$ cat config.mk
export PLATFORM = sky130hd
export DESIGN_NAME = axis_rr_arbiter
export DESIGN_NICKNAME = d
export VERILOG_FILES = /design/src/rtl/axis_rr_arbiter.sv
export SDC_FILE = /design/constraint.sdc
export NUM_CORES = 1
export LEC_CHECK = 0
export CAP_MARGIN = 0
export CORE_AREA = 5 5 87 89
export CTS_BUF_LIST = sky130_fd_sc_hd__clkbuf_4 sky130_fd_sc_hd__clkbuf_8
export DETAILED_ROUTE_END_ITERATION = 6
export DIE_AREA = 0 0 92 94
export GPL_TIMING_DRIVEN = 0
export HOLD_SLACK_MARGIN = 0.1
export PLACE_DENSITY = 0.84
export SETUP_SLACK_MARGIN = 0.5
export SLEW_MARGIN = 20
export SYNTH_ARGS = -nofsm -noshare
export SYNTH_HDL_FRONTEND = slang
export SYNTH_SLANG_ARGS = --single-unit
$ cat constraint.sdc
create_clock -name aclk -period 4.1 [get_ports aclk]
set_input_delay 0.82 -clock aclk [delete_from_list [all_inputs] [get_ports aclk]]
set_output_delay 0.82 -clock aclk [all_outputs]
set_load 0.1 [all_outputs]
$ cat src/rtl/axis_rr_arbiter.sv
// axis_rr_arbiter: packet-level round-robin arbiter merging NUM_PORTS AXI-Stream
// inputs onto one AXI-Stream output. A grant is held from the first beat until the
// tlast handshake, so packets never interleave.
// Optional feature macro: AXIS_RR_ARBITER_TID_TAG_EN replaces the low IDX_BITS of
// m_tid with the granted source index (requires TID_BITS >= IDX_BITS).
module axis_rr_arbiter #(
  parameter int unsigned NUM_PORTS   = 4,
  parameter int unsigned TDATA_BYTES = 4,
  parameter int unsigned TID_BITS    = 1,
  parameter int unsigned TDEST_BITS  = 1,
  parameter int unsigned TUSER_BITS  = 1,
  localparam int unsigned IDX_BITS   = (NUM_PORTS > 1) ? $clog2(NUM_PORTS) : 1
) (
  input  logic                              aclk,
  input  logic                              areset,
  input  logic [NUM_PORTS-1:0]              s_tvalid,
  output logic [NUM_PORTS-1:0]              s_tready,
  input  logic [NUM_PORTS*TDATA_BYTES*8-1:0] s_tdata,
  input  logic [NUM_PORTS*TDATA_BYTES-1:0]  s_tstrb,
  input  logic [NUM_PORTS*TDATA_BYTES-1:0]  s_tkeep,
  input  logic [NUM_PORTS-1:0]              s_tlast,
  input  logic [NUM_PORTS*TID_BITS-1:0]     s_tid,
  input  logic [NUM_PORTS*TDEST_BITS-1:0]   s_tdest,
  input  logic [NUM_PORTS*TUSER_BITS-1:0]   s_tuser,
  output logic                              m_tvalid,
  input  logic                              m_tready,
  output logic [TDATA_BYTES*8-1:0]          m_tdata,
  output logic [TDATA_BYTES-1:0]            m_tstrb,
  output logic [TDATA_BYTES-1:0]            m_tkeep,
  output logic                              m_tlast,
  output logic [TID_BITS-1:0]               m_tid,
  output logic [TDEST_BITS-1:0]             m_tdest,
  output logic [TUSER_BITS-1:0]             m_tuser,
  output logic                              grant_valid,
  output logic [IDX_BITS-1:0]               grant_idx
);

  localparam int unsigned DW = TDATA_BYTES * 8;
  localparam int unsigned CW = IDX_BITS + 1;

`ifdef AXIS_RR_ARBITER_TID_TAG_EN
  if (TID_BITS < IDX_BITS) begin : g_tid_too_narrow
    $error("axis_rr_arbiter: TID_BITS must be >= IDX_BITS when source tagging is enabled");
  end
`endif

  typedef enum logic [0:0] {
    ST_IDLE = 1'b0,
    ST_PASS = 1'b1
  } state_t;

  state_t              r_state;
  state_t              w_state_nxt;
  logic [IDX_BITS-1:0] r_grant_idx;
  logic [IDX_BITS-1:0] w_grant_idx_nxt;
  logic [IDX_BITS-1:0] r_rr_ptr;
  logic [IDX_BITS-1:0] w_rr_ptr_nxt;
  logic                r_grant_valid;
  logic                w_grant_valid_nxt;
  logic [IDX_BITS-1:0] w_win_idx;
  logic                w_win_found;
  logic [CW-1:0]       w_cand;
  logic                w_pass;
  logic                w_accept;

  // Data path is live only while a packet is granted and not being reset.
  assign w_pass      = (r_state == ST_PASS) && !areset;
  assign w_accept    = m_tvalid && m_tready;
  assign grant_valid = r_grant_valid;
  assign grant_idx   = r_grant_idx;

  // Round-robin search: first requester at or after rr_ptr, wrapping at NUM_PORTS-1.
  always_comb begin
    w_win_idx   = '0;
    w_win_found = 1'b0;
    w_cand      = '0;
    for (int unsigned i = 0; i < NUM_PORTS; i++) begin
      w_cand = {1'b0, r_rr_ptr} + CW'(i);
      if (w_cand >= CW'(NUM_PORTS)) begin
        w_cand = w_cand - CW'(NUM_PORTS);
      end
      if (!w_win_found && s_tvalid[w_cand[IDX_BITS-1:0]]) begin
        w_win_found = 1'b1;
        w_win_idx   = w_cand[IDX_BITS-1:0];
      end
    end
  end

  // Next state: lock the grant for a packet, release and advance pointer on tlast handshake.
  always_comb begin
    w_state_nxt       = r_state;
    w_grant_idx_nxt   = r_grant_idx;
    w_grant_valid_nxt = r_grant_valid;
    w_rr_ptr_nxt      = r_rr_ptr;
    case (r_state)
      ST_IDLE: begin
        if (w_win_found) begin
          w_state_nxt       = ST_PASS;
          w_grant_idx_nxt   = w_win_idx;
          w_grant_valid_nxt = 1'b1;
        end
      end
      ST_PASS: begin
        if (w_accept && m_tlast) begin
          w_state_nxt       = ST_IDLE;
          w_grant_valid_nxt = 1'b0;
          w_rr_ptr_nxt      = (r_grant_idx == IDX_BITS'(NUM_PORTS - 1)) ?
                              '0 : r_grant_idx + IDX_BITS'(1);
        end
      end
      default: w_state_nxt = ST_IDLE;
    endcase
  end

  // Combinational pass-through of the granted slice; all zero outside a grant.
  always_comb begin
    s_tready = '0;
    m_tvalid = 1'b0;
    m_tdata  = '0;
    m_tstrb  = '0;
    m_tkeep  = '0;
    m_tlast  = 1'b0;
    m_tid    = '0;
    m_tdest  = '0;
    m_tuser  = '0;
    for (int unsigned p = 0; p < NUM_PORTS; p++) begin
      if (w_pass && (r_grant_idx == IDX_BITS'(p))) begin
        s_tready[p] = m_tready;
        m_tvalid    = s_tvalid[p];
        m_tdata     = s_tdata[p*DW +: DW];
        m_tstrb     = s_tstrb[p*TDATA_BYTES +: TDATA_BYTES];
        m_tkeep     = s_tkeep[p*TDATA_BYTES +: TDATA_BYTES];
        m_tlast     = s_tlast[p];
        m_tid       = s_tid[p*TID_BITS +: TID_BITS];
        m_tdest     = s_tdest[p*TDEST_BITS +: TDEST_BITS];
        m_tuser     = s_tuser[p*TUSER_BITS +: TUSER_BITS];
      end
    end
`ifdef AXIS_RR_ARBITER_TID_TAG_EN
    if (w_pass) begin
      m_tid[IDX_BITS-1:0] = r_grant_idx;
    end
`endif
  end

  // State and grant registers with synchronous active-high reset.
  always_ff @(posedge aclk) begin
    if (areset) begin
      r_state       <= ST_IDLE;
      r_grant_idx   <= '0;
      r_grant_valid <= 1'b0;
      r_rr_ptr      <= '0;
    end else begin
      r_state       <= w_state_nxt;
      r_grant_idx   <= w_grant_idx_nxt;
      r_grant_valid <= w_grant_valid_nxt;
      r_rr_ptr      <= w_rr_ptr_nxt;
    end
  end

endmodule

==> results of run 1 <==
-- worst max path at each step --
stage,end,slack [ns],start,cells after the start
global route,m_tdata[19],0.74,areset,9
detailed placement,m_tstrb[3],-0.82,areset,8
finish,m_tdata[19],0.81,areset,9
global placement,m_tstrb[3],-0.76,areset,8
CTS,m_tdata[25],0.42,areset,9
floorplan,m_tdata[0],0.72,grant_idx[1],8
-- per-stage QoR --
stage / hold slack (ns) / instance area [sq um] / TNS [ns] / instances
2_1_floorplan: 0.475 / 2120 / 0 / 267
3_3_place_gp: 0.474 / 4560 / -29.91 / 581
3_5_place_dp: 0.487 / 4560 / -30.80 / 581
4_1_cts: 0.503 / 4730 / 0 / 584
5_1_grt: 0.517 / 5020 / 0 / 584
6_report: 0.502 / 5020 / 0 / 584
-- sequential cells by signal (all words and copies together), names as in the netlist --
register / cells
grant_idx: 2
grant_valid: 1
r_rr_ptr: 2
r_state: 1
-- kinds of logic after synthesis --
kind of cell | count (synthesis)
buf+inv | 36
fa+ha+maj | 4
mux | 2
simple gates | 69
compound gates | 150
flops | 6
-- cell type report --
type                       count  area, sq um
sequential                     6          123
buffer                        30          215
clock buffer                   3         41.3
timing repair buffer         234         2590
fill                         468         1670
inverter                       6         22.5
tap                           80          100
multi-input combinational    225         1920
-- cell usage after synthesis, drive strengths merged --
cell type,count
or2,1
and3,3
a22o,1
nand2b,2
a22oi,1
inv,6
a221o,43
clkbuf,20
ha,4
and3b,2
a21oi,9
nand2,47
o2bb2ai,2
nor2b,4
nor3,1
dfxtp,6
and2,4
mux2,1
mux2i,1
nor2,2
o21ai,89
buf,10
nor4,1
and4bb,1
o211ai,2
or4,1
o31ai,1
a31oi,2
-- report_power, final --
group          total (mW)  internal [mW]  switching [mW]
clock              0.0915         0.0633          0.0282
combinational       0.675          0.308           0.367
sequential         0.0645         0.0613         0.00317
-- cells in the final DEF (no fill, tap or decap), types with 2 or more instances in the layout --
cell / count
clkdlybuf4s50_1: 184
nand2_1: 47
a221o_1: 43
o21ai_4: 40
o21ai_2: 23
buf_12: 21
o21ai_0: 15
clkbuf_4: 13
buf_8: 12
o21ai_1: 11
buf_6: 9
a21oi_1: 9
buf_4: 8
buf_2: 7
inv_1: 6
clkbuf_2: 5
and2_1: 4
clkbuf_8: 4
ha_1: 4
dfxtp_1: 4
nor2b_1: 3
and3_1: 3
and3b_1: 2
nand2b_1: 2
o2bb2ai_1: 2
a31oi_1: 2
nor2_1: 2
o211ai_1: 2
dfxtp_2: 2
dlygate4sd2_1: 2
-- repair_timing --
item,4_1_cts,5_1_grt
endpoints found under the setup margin,49,45
hold buffers,0,0
pin swaps,0,2
resized for setup,361,109
-- per-layer routing --
| metal | part of all wire (%) | vias to the layer above | routed length, microns | GRT usage, % |
|---|---|---|---|---|
| met5 | 0 | - | 0 | 0 |
| met4 | 2.8 | 0 | 356 | 5.45 |
| met3 | 7.8 | 27 | 1010 | 4.97 |
| met2 | 52 | 171 | 6740 | 46.7 |
| met1 | 37 | 1577 | 4750 | 30.0 |
| li1 | - | 1505 | - | - |
-- worst reg2reg max path, cell delays in order, from the launching register on --
cell,delay (ns)
dfxtp_2,0.36
inv_1,0.07
ha_1,0.23
and4bb_1,0.27
buf_4,0.17
o2bb2ai_1,0.15
a31oi_1,0.15
nor2_1,0.25
mux2_1,0.35
==> metrics.md, run 1 <==
| Metric | Value |
|---|---|
| CP delay by family, top | buffers and inverters |
| Routed wire per std cell | 22.0 microns |
| Worst relative slew slack | 33.5% |
| Mapped Area | 0.00165 sq mm |
| Max-Cap Viols | 0 |
| Seq/Total Area, Yosys | 7.26% |
| Die area | between 0.008 and 0.009 sq mm |
| Worst Path Buf+Inv | 5 |
| Total power | 0.831 mW |
| CP startpoint kind | input pin |
| Pwr dens | 166 mW/mm^2 |
| Combinational family with the most area after synthesis | compound AO/OA/AOI/OAI gates |
| Hold WC Path Type | flop to flop |
| Clock transition at path regs | around 0.040 ns |
| Die boundary height | 94 microns |
| Final hold viol count | 0 |
| Reg2reg end | r_rr_ptr[1] |
| Worst Hold Depth | 2 |
| Synth area leader | a221o_1 |
| GR Util All Layers | 25.2% |
| Congestion Overflow GR | 0 |
| Synth cell types | 30 |
| Post-route ant nets | 0 |
| Pre-antenna DRT Iters | 4 |
| Setup violators final | 0 |
| Detailed placer's ending HPWL | 9.76 mm |
| R2R cell count | 8 |
| Slowest cell on the critical path | a221o_1 |
| Fmax achieved | 0.304 GHz |
| Total CTS buffers | 3 |
| Crit end category | output port |
| Post-synthesis adder-cell area fraction | 3.03% |
| Placeable Area | ~0.0067 sq mm |
| Initial antenna violation count | 0 |
| Fraction of layout instances using a drive strength above 1 | 29.0% |
| Pre-CTS setup slack | -0.821 ns |
| I/O pin total | 235 |
| Final Util | 75.1% |
| Synth Area in XOR/XNOR | 0% |
| Ant. Diodes | 0 |
| Routed wire length | 12.9 mm |
| Vias | 3,280 |
| Largest cells by area after synthesis | a221o_1 (26%), o21ai_1 (14%), o21ai_0 (13%) |
| Critical-path maximum fanout | 10 |
| Critical path class | input pin to output port |
| Simple logic cell fraction of the synthesized area | around 19% |
| Cell count after synthesis | 267 |
| Hold endpoint | grant_idx[0] |
| Crit-path cells | dlymetal6s2s_1 > buf_6 > and4bb_1 > buf_4 > clkbuf_4 > a221o_1 > o21ai_1 > o21ai_4 > buf_8 |
| Post-CTS Setup Bufs | 0 |
| Global-route wire length before repair | 17.5 mm |
| Maximum VDD drop | 0.156 mV |
| Nets | between 600 and 700 |
| Clock sinks | 6 |
| Period utilisation layout | 80.3% |
| PortBufs | 234 |
| Starting density of the core | 24.8% |
| Syn-to-layout area delta | 203% |
| Horiz. Die Dim | 92 microns |
| Syn Area/Cell | around 6.2 sq um |
| Launch point of the worst reg-to-reg path | grant_idx[1] |
| Layout Skew | 0.00171 ns |
| Crit path required time | ~3.3 ns |
| Critical Path Max Stage Delay | 0.30 ns |
| Final slew viol count | 0 |
| Status | finished clean |
| Setup ws final | 0.807 ns |
| # DRC | 0 |
| RSZ-0062 raised after global routing | false |
| Vias per cell | 5.62 |
| Post-synth top area share | about a quarter |
| CTS tree | built |
| Min Clock Period, post-route | 3.29 ns |
| H-tree levels | 1 |
| Vias in the first global route | around 3,100 |
| DR iter-0 viols | 122 |
| Mux cell area share after synthesis | around 1.3% |
| Root buf cell | clkbuf_8 |
| Largest net degree at the start of global routing | 11 |
| Post-synth net total | 454 |
| Reg2reg setup slack | 1.97 ns |
| Final GP Congestion | 0.945 |
| Row cnt | 30 |
| Synth Warn # | 0 |
| Lkg Pwr | 1.89 nW |
| Compound-Gate Fraction of Synth Area | 59.8% |
| Clk buf depth | 2 |
| Min-delay src | grant_idx[0] |
| Worst EP arrival | 2.47 ns |
| Clock insertion delay at the later pin of the skew report | ~0.23 ns |
| Tightest Pin Transition | between 1 and 1.5 ns |
| Count of state elements after synthesis | 6 |
Power figures use the tool's default switching activity.
==> inputs of run 2 (changes only) <==
CORE_AREA = unset   (was 5 5 87 89)
CORE_MARGIN = 5   (was unset)
CORE_UTILIZATION = 25   (was unset)
DIE_AREA = unset   (was 0 0 92 94)
clock period = 3.2 ns   (was 4.1 ns; I/O delays follow)
==> run 2 against run 1 <==
Die area shrank 3.5%. Clock power grew 23%. Combinational power grew 42%. Clock skew grew 0.0026 ns. Sequential cell count is the same. Core utilization grew 11 points. Register-to-register slack lost 0.86 ns. Largest power group unchanged. Via count grew 8.0%. Global-route usage grew 6.0 points. Largest cell class unchanged. Highest routed layer unchanged.
==> metrics.md, run 2 (same netlist as run 1, synthesis figures left out) <==
| Metric | Value |
|---|---|
| Commonest non-fill, non-tap cell in the layout | clkdlybuf4s50_1 |
| Fraction of layout instances using a drive strength above 1 | between 30% and 40% |
| PortBufs | 234 |
| Hold WC Path Type | flop to flop |
| Row cnt | 29 |
| Final GP Congestion | 0.949 |
| Worst EP arrival | between 2 and 2.5 ns |
| Total CTS buffers | 3 |
| Clock power share | 9.8% |
| Root buf cell | clkbuf_8 |
| Routed wire per std cell | 25.8 microns |
| Post-route ant nets | 0 |
| RSZ-0062 raised after global routing | true |
| Final hold viol count | 0 |
| Clk buf depth | 2 |
| Vias in the first global route | 3,413 |
| Critical Path Max Stage Delay | about 0.34 ns |
| Setup violators final | 0 |
| Horiz. Die Dim | 91.3 microns |
| H-tree levels | 1 |
| Setup_tns | 0 ns |
| Pwr dens | 210 mW/mm^2 |
| Nets | 704 |
| Starting density of the core | 25.9% |
| Design area | 0.00549 sq mm |
| Congestion Overflow GR | 0 |
| Placement Cell Area | 0.00465 sq mm |
| Switching share of power | between 40% and 50% |
| Layout Skew | 0.00432 ns |
| Clock transition at path regs | about 0.030 ns |
| Final slew viol count | 0 |
| Placeable Area | 0.00639 sq mm |
| Lkg Pwr | 2.03 nW |
| Die area | about 0.0083 sq mm |
| DR iter-0 viols | 212 |
| Min Clock Period, post-route | 2.83 ns |
| Maximum VDD drop | just over 0.3 mV |
| # DRC | 0 |
| Die boundary height | 91.3 microns |
| Critical-path maximum fanout | 5 |
| CP delay by family, top | buffers and inverters |
| Fill count | roughly 320 |
| Vias | 3,544 |
| Crit end category | output port |
| Share of total power in combinational logic | between 80% and 90% |
| Tightest Pin Transition | 0.982 ns |
| Period utilisation layout | between 80% and 90% |
| Fmax achieved | 0.353 GHz |
| Routed wire length | 15.3 mm |
| Vias per cell | approximately 6.0 |
| Max-Cap Viols | 0 |
| Crit path required time | 2.56 ns |
| Worst Path Buf+Inv | 5 |
| Global-route wire length before repair | 20.7 mm |
| Largest net degree at the start of global routing | 11 |
| Internal | 0.615 mW |
| Reg power frac | 7.1% |
| Clock sinks | 6 |
| Cts hold-fix bufs | 0 |
| Slowest cell on the critical path | and4bb_2 |
| Worst relative slew slack | about 34% |
| Net Sw Power | 0.539 mW |
| Crit path top cell by count | buf_6 |
| Detailed placer's ending HPWL | around 10 mm |
| Crit-path cells | buf_6 > buf_6 > and4bb_2 > buf_6 > clkbuf_8 > a221o_1 > o21ai_2 > o21ai_4 > buf_12 |
| Setup ws final | 0.370 ns |
| Clock insertion delay at the later pin of the skew report | 0.22 ns |
| CTS tree | built |
| Syn-to-layout area delta | 232% |
| GR Util All Layers | 31.3% |
| Finished Layout Cells | around 590 |
| CP startpoint kind | input pin |
| Initial antenna violation count | 0 |
| Pre-CTS setup slack | -1.30 ns |
| Final Util | roughly 86% |
| I/O pin total | between 200 and 250 |
| Placed cell count | slightly below 600 |
| Status | finished clean |
| Ant. Diodes | 0 |
| Critical path class | input pin to output port |
| Pre-antenna DRT Iters | 6 |
| Commonest cells after routing, fill and taps aside | clkdlybuf4s50_1 (184), nand2_1 (47), a221o_1 (43) |
-- run 2: cell types whose count changed in the layout (fill, tap and decap cells not counted), moves of 5 or more --
cell	before	now
o21ai_1	11	3
clkbuf_8	4	11
buf_8	12	1
buf_12	21	42
buf_2	7	2
o21ai_0	15	6
clkbuf_4	13	5
o21ai_2	23	40
-- run 2: worst min-delay path, cell delays in order, from the launching register on --
cell	delay, ns
dfxtp_1	0.31
o21ai_0	0.07
a21oi_1	0.07
-- run 2: what timing repair did --
action	in CTS	in global routing
buffers inserted	4	1
setup endpoints to repair	49	45
gates resized for setup	500	21
cloned	6	0
pin swaps	17	3
-- run 2: layer usage --
layer	routed length [microns]	up-vias	global-route usage, %	part of all wire, %
li1	-	1537	-	-
met3	1360	60	6.45	8.9
met5	0	-	0	0
met1	5150	1684	34.9	34
met2	8000	263	59.0	52
met4	741	0	9.17	4.9
-- run 2: area by class of cell --
| class | count | area, sq um | share of cell area (%) |
|---|---|---|---|
| repair buffers | 245 | 2870 | 52.2 |
| multi-input cells | 225 | 2010 | 36.5 |
| plain buffers | 30 | 328 | 5.97 |
| flip-flops and latches | 6 | 129 | 2.35 |
| well taps | 77 | 96.3 | 1.76 |
| clock buffers | 3 | 41.3 | 0.752 |
| inverters | 6 | 22.5 | 0.410 |
-- run 2: final timing paths --
path / startpoint / cells past startpoint / to / slack (ns)
hold / removal: grant_valid / 2 / grant_valid / 0.50
hold reg to reg: grant_valid / 2 / grant_valid / 0.50
setup / recovery: areset / 9 / m_tdata[7] / 0.37
setup reg to reg: grant_idx[1] / 8 / r_rr_ptr[1] / 1.11
-- run 2: stage by stage --
step | power, mW | hold slack, ns
final | 1.15 | 0.499
after detailed placement | 0.874 | 0.491
after floorplan | 0.540 | 0.475
after CTS | 1.12 | 0.501
after global routing | 1.18 | 0.523
after global placement | 0.864 | 0.472
-- run 2: power by group through the flow --
stage	Clock [mW]	Sequential (mW)	Combinational (mW)
floorplan	0	0.0971	0.443
detailed placement	0	0.0828	0.791
global route	0.118	0.0829	0.982
CTS	0.113	0.0819	0.924
global placement	0	0.0825	0.781
finish	0.113	0.0823	0.959
